--- src/rtl/branch_predictor_gshare.sv ---
// Gshare branch predictor with a direct-mapped BTB.
// The lookup is combinational from the current state. Responses are registered,
// so a prediction arrives one cycle after the request is accepted. A speculative
// global history steers predictions. A committed history follows the ROB and
// restores the speculative copy on a flush.
module branch_predictor_gshare #(
  parameter int PHT_ENTRIES = 64,
  parameter int BTB_ENTRIES = 32,
  parameter int HIST_W      = 6,
  parameter int CNT_W       = 2,
  parameter int TAG_W       = 8
) (
  input  logic              clk_in,
  input  logic              rst_in,
  input  logic              rdy_in,
  input  logic              pred_req,
  input  logic [31:0]       pred_pc,
  output logic              pred_rsp_valid,
  output logic              pred_hit,
  output logic              pred_taken,
  output logic [31:0]       pred_target,
  output logic [HIST_W-1:0] pred_ghr,
  input  logic              upd_valid,
  input  logic [31:0]       upd_pc,
  input  logic [HIST_W-1:0] upd_ghr,
  input  logic              upd_taken,
  input  logic [31:0]       upd_target,
  input  logic              flush_in
);
  localparam int PI = $clog2(PHT_ENTRIES);
  localparam int BI = $clog2(BTB_ENTRIES);
  localparam logic [CNT_W-1:0] CNT_INIT = CNT_W'((1 << (CNT_W - 1)) - 1);
  localparam logic [CNT_W-1:0] CNT_MAX  = {CNT_W{1'b1}};

  logic [PHT_ENTRIES-1:0][CNT_W-1:0] pht_q, pht_d;
  logic [BTB_ENTRIES-1:0]            btb_vld_q, btb_vld_d;
  logic [BTB_ENTRIES-1:0][TAG_W-1:0] btb_tag_q, btb_tag_d;
  logic [BTB_ENTRIES-1:0][31:0]      btb_tgt_q, btb_tgt_d;
  logic [HIST_W-1:0]                 spec_ghr_q, spec_ghr_d;
  logic [HIST_W-1:0]                 com_ghr_q, com_ghr_d;
  logic                              rsp_valid_q, rsp_valid_d;
  logic                              hit_q, hit_d;
  logic                              taken_q, taken_d;
  logic [31:0]                       target_q, target_d;
  logic [HIST_W-1:0]                 ghr_q, ghr_d;

  logic [PI-1:0]    p_idx, u_idx;
  logic [BI-1:0]    p_bidx, u_bidx;
  logic [TAG_W-1:0] p_tag, u_tag;
  logic             p_hit, p_taken, accept;
  logic [31:0]      p_target;

  // Only the index and tag bits of the update pc matter.
  logic unused_upd_pc;
  assign unused_upd_pc = ^upd_pc;

  // Prediction lookup reads the pre-update contents of both tables.
  always_comb begin
    p_idx    = pred_pc[PI+1:2] ^ PI'(spec_ghr_q);
    p_bidx   = pred_pc[BI+1:2];
    p_tag    = pred_pc[BI+2+TAG_W-1:BI+2];
    p_hit    = btb_vld_q[p_bidx] && (btb_tag_q[p_bidx] == p_tag);
    p_taken  = p_hit && pht_q[p_idx][CNT_W-1];
    p_target = p_taken ? btb_tgt_q[p_bidx] : (pred_pc + 32'd4);
    u_idx    = upd_pc[PI+1:2] ^ PI'(upd_ghr);
    u_bidx   = upd_pc[BI+1:2];
    u_tag    = upd_pc[BI+2+TAG_W-1:BI+2];
    accept   = rdy_in && pred_req && !flush_in;
  end

  // Next state: the response register, both histories, and the table updates.
  always_comb begin
    pht_d       = pht_q;
    btb_vld_d   = btb_vld_q;
    btb_tag_d   = btb_tag_q;
    btb_tgt_d   = btb_tgt_q;
    spec_ghr_d  = spec_ghr_q;
    com_ghr_d   = com_ghr_q;
    rsp_valid_d = rsp_valid_q;
    hit_d       = hit_q;
    taken_d     = taken_q;
    target_d    = target_q;
    ghr_d       = ghr_q;
    if (rdy_in) begin
      // A flush also drops a pending response because accept is low.
      rsp_valid_d = accept;
      if (accept) begin
        hit_d    = p_hit;
        taken_d  = p_taken;
        target_d = p_target;
        ghr_d    = spec_ghr_q;
      end
      if (upd_valid)
        com_ghr_d = (com_ghr_q << 1) | HIST_W'(upd_taken);
      // The flush restore sees the history with this cycle's commit already applied.
      if (flush_in)
        spec_ghr_d = com_ghr_d;
      else if (accept && p_hit)
        spec_ghr_d = (spec_ghr_q << 1) | HIST_W'(p_taken);
      if (upd_valid) begin
        if (upd_taken) begin
          if (pht_q[u_idx] != CNT_MAX) pht_d[u_idx] = pht_q[u_idx] + CNT_W'(1);
          btb_vld_d[u_bidx] = 1'b1;
          btb_tag_d[u_bidx] = u_tag;
          btb_tgt_d[u_bidx] = upd_target;
        end else if (pht_q[u_idx] != '0) begin
          pht_d[u_idx] = pht_q[u_idx] - CNT_W'(1);
        end
      end
    end
  end

  // State registers. The asynchronous reset also kills an in-flight response.
  always_ff @(posedge clk_in or negedge rst_in) begin
    if (!rst_in) begin
      pht_q       <= {PHT_ENTRIES{CNT_INIT}};
      btb_vld_q   <= '0;
      btb_tag_q   <= '0;
      btb_tgt_q   <= '0;
      spec_ghr_q  <= '0;
      com_ghr_q   <= '0;
      rsp_valid_q <= 1'b0;
      hit_q       <= 1'b0;
      taken_q     <= 1'b0;
      target_q    <= '0;
      ghr_q       <= '0;
    end else begin
      pht_q       <= pht_d;
      btb_vld_q   <= btb_vld_d;
      btb_tag_q   <= btb_tag_d;
      btb_tgt_q   <= btb_tgt_d;
      spec_ghr_q  <= spec_ghr_d;
      com_ghr_q   <= com_ghr_d;
      rsp_valid_q <= rsp_valid_d;
      hit_q       <= hit_d;
      taken_q     <= taken_d;
      target_q    <= target_d;
      ghr_q       <= ghr_d;
    end
  end

  assign pred_rsp_valid = rsp_valid_q;
  assign pred_hit       = hit_q;
  assign pred_taken     = taken_q;
  assign pred_target    = target_q;
  assign pred_ghr       = ghr_q;
endmodule

--- config.mk ---
export PLATFORM = sky130hd
export DESIGN_NAME = branch_predictor_gshare
export DESIGN_NICKNAME = d
export VERILOG_FILES = /design/src/rtl/branch_predictor_gshare.sv
export SDC_FILE = /design/constraint.sdc
export NUM_CORES = 2
export LEC_CHECK = 0
export ABC_CLOCK_PERIOD_IN_PS = 3200
export BUFFER_PORTS_ARGS = -buffer_cell sky130_fd_sc_hd__buf_2
export CAP_MARGIN = 20
export CORE_AREA = 2 2 351 353
export CTS_CLUSTER_SIZE = 30
export DETAILED_ROUTE_END_ITERATION = 6
export DIE_AREA = 0 0 353 355
export PLACE_DENSITY = 0.76
export SYNTH_ARGS = -nofsm -noshare
export SYNTH_HDL_FRONTEND = slang
export SYNTH_SLANG_ARGS = --single-unit
--- constraint.sdc ---
create_clock -name clk_in -period 3.2 [get_ports clk_in]
set_clock_uncertainty 0.15 [all_clocks]
set_input_delay 0.48 -clock clk_in [delete_from_list [all_inputs] [get_ports clk_in]]
set_output_delay 0.48 -clock clk_in [all_outputs]
set_load 0.02 [all_outputs]
==> flow_summary.toml <==
[outcome]
status = "finished, violations left"
violations = "design-rule violations, negative setup slack"

[critical_path]
max_stage_delay_ns = 0.54
worstPathCellList = "xor2_4 > buf_12 > mux4_2 > mux4_2 > o211a_1 > a221oi_2 > buf_4 > or4_4 > buf_12 > buf_8 > nor4_4 > a221o_1"
cp.arrival_ns = 4.17
r2r_slack_ns = -0.44
path_class = "flop to flop"
cp.required_ns = 3.73
r2r-end = "pred_target[25]"
r2r_start = "spec_ghr_q[0]"
r2r_cells = 12
crit_fanout = 6
slowest_stage = "mux4_2"
end_kind = "flop"
cp-start-kind = "flop"

[drt]
dr.pass1.iters = 7
wl_per_cell_um = 29.3
drtIter0Drc = 4059
drc = 10
vias = 42334
ant_nets = 0
via_per_inst = 6.46
wirelength_um = 192000

[placed_design]
io_buffer_count = 130
routabilityCongestion = 0.973
dpl.hpwl_um = 114000

[floorplanning]
core.rowCount = 128
ios = 150
die_y_um = 355
start_util = 0.566
die_w_um = 353
fp.dieArea_um2 = 125000
core-area_um2 = 121000

[logic_synthesis]
synthCells = 4518
synth_area_leaders = "dfrtp_1 52%, mux2_2 23%, mux4_2 12%, dfstp_2 2.4%, clkbuf_1 1.6%"
synth_area_um2 = 68700
synthFlopType = "dfrtp_1"
syn-num-nets = 4630
yosysSeqAreaShare = 0.545
synth.distinct_cells = 58
ys_ff_latch = 1493
synth_top_area_cell = "dfrtp_1"
synth_top_area_frac = 0.520
syn_area_per_cell_um2 = 15.2
synth_edf_count = 0
ys_warn_count = 0
synthArstFlopShare = 1.00

[hold_path]
worstHoldPathType = "input port to flop"
min-delay-start = "pred_pc[27]"
min_to = "pred_target[27]"
min_path_cells = 4

[sta]
post-route-min-period_ns = 3.64
setup_ws_ns = -0.443
slew_headroom = 0.407
maxSlewViolCount = 0
max_freq_mhz = 274
grt_setup_unrepaired = "true"
fin_crit_sh = 1.14
setup_violations = 67
hold_viol_final = 0
holdWs_ns = 0.0547
tns_ns = -13.58
worst_pin_slew_ns = 0.890

[clock_tree]
clk_latency_ns = 0.79
cts_inserted_buffers = 156
cts_root_buf = "clkbuf_16"
path_clk_slew_ns = 0.06
cts_tree = "yes"
cts.sinks = 1493
cts_buffer_depth = 3
cts-htree-levels = 4

[global_routing]
grt_max_degree = 144
grt_usage = 0.309
grt_pass1_wl_um = 289000
grt.overflow.total = 0
antenna_found_initial = 8
grt_pass1_vias = 44255

[final_layout]
area_delta_synth_final_pct = 18.0
fillers = 8228
num-nets-final = 4919
drive_above_1_share = 0.578
final_core_util = 0.668

[pwr]
finalPower_mw = 47.1
leakage_nw = 38.2
irDropWorstVdd_uv = 707
p_per_area_nw_per_um2 = 580

[run]
drv_cap = 0
## what timing repair did
action,4_1_cts,5_1_grt
resized for setup,69,238
hold endpoints to repair,770,0
hold buffers,16,0
pin swaps,21,46
gates cloned,4,0
setup buffers,12,16
setup endpoints to repair,153,167
## flip-flops by register name (all words and copies together), names as in the netlist, named ones only
signal and flops:
pred_target 32, pht_q 64, pred_taken 1, pred_hit 1, spec_ghr_q 6, pred_ghr 6, pred_rsp_valid 1, btb_tgt_q 1024
btb_tag_q 256, btb_vld_q 32, com_ghr_q 6
## synthesized netlist by cell type, drive strengths merged (9+ instances only)
library cell / n
a22oi: 11
mux2: 1431
o22ai: 61
inv: 9
dfrtp: 1429
o221ai: 11
nand2b: 25
clkbuf: 287
nor3: 28
nand2: 92
mux4: 377
dfstp: 64
xor2: 19
nor4: 27
mux2i: 84
or2: 19
o21ai: 25
and3: 12
buf: 131
nor2b: 9
a21oi: 20
a221o: 27
xnor2: 27
nor2: 181
nand3: 28
## report_power, final
part | leakage (nW) | internal, mW | total [mW] | switching (mW)
sequential | 20.0 | 20.8 | 22.0 | 1.18
clock | 2.50 | 10.4 | 18.1 | 7.73
combinational | 15.6 | 3.63 | 6.96 | 3.33
total | 38.2 | 34.8 | 47.1 | 12.2
## cells in the final DEF (no fill, tap or decap), drive strengths merged, types with 31 or more instances in the layout
cell / synthesis / layout
buf: 131 / 532
clkbuf: 287 / 224
clkinv: 0 / 31
dfrtp: 1429 / 1429
dfstp: 64 / 64
mux2: 1431 / 1431
mux2i: 84 / 84
mux4: 377 / 377
nand2: 92 / 92
nor2: 181 / 181
o22ai: 61 / 61
## worst max-delay path by stage
stage	from	to	cells after the start
2_1_floorplan	upd_pc[2]	pht_q[125]	19
3_3_place_gp	upd_pc[3]	pht_q[61]	20
3_5_place_dp	upd_pc[2]	pht_q[61]	19
4_1_cts	spec_ghr_q[0]	pred_target[12]	12
5_1_grt	spec_ghr_q[0]	pred_target[15]	12
6_report	spec_ghr_q[0]	pred_target[25]	12
## logic make-up after synthesis
logic type	after synthesis	share of synthesized area
muxes	1892	0.370
DFF	1493	0.545
and+or+nand+nor	462	0.0331
buffers and inverters	427	0.0252
AOI/OAI and AO/OA	195	0.0203
xor gates and xnor gates	46	0.00586
adders and majority gates	3	0.000546
## through the flow
stage          setup slack [ns]  std cells  area [um^2]
6_report                 -0.443       6554        81100
5_1_grt                  -0.543       6550        81100
4_1_cts                  -0.389       6535        80100
3_5_place_dp              -1.10       6231        74400
3_3_place_gp              -1.01       6231        74400
2_1_floorplan            -0.541       4518        69700
## layout make-up
type	instances	area, um^2	area share
clock buffers	224	4530	0.0559
inverters	9	36.3	0.000447
repair buffers	548	5180	0.0639
multi-input cells	2599	31300	0.386
flip-flops and latches	1493	37400	0.462
clock inverters	50	543	0.00669
well taps	1625	2030	0.0251
diodes	6	15.0	0.000185
## per-layer routing
| layer | track usage | vias up | wire length, um |
|---|---|---|---|
| met2 | 0.474 | 1723 | 88800 |
| met3 | 0.0737 | 504 | 15800 |
| li1 | - | 17390 | - |
| met1 | 0.432 | 22713 | 79700 |
| met5 | 0 | - | 25 |
| met4 | 0.117 | 4 | 7640 |
## critical path: cells and delay by family (launching register included)
family                    cells  cell delay, ns
AOI/OAI and AO/OA             3            0.74
DFF                           1            0.45
xor gates and xnor gates      1            0.19
buffers and inverters         4            0.65
muxes                         2            1.02
and+or+nand+nor               2            0.32
Power figures use the tool's default switching activity.
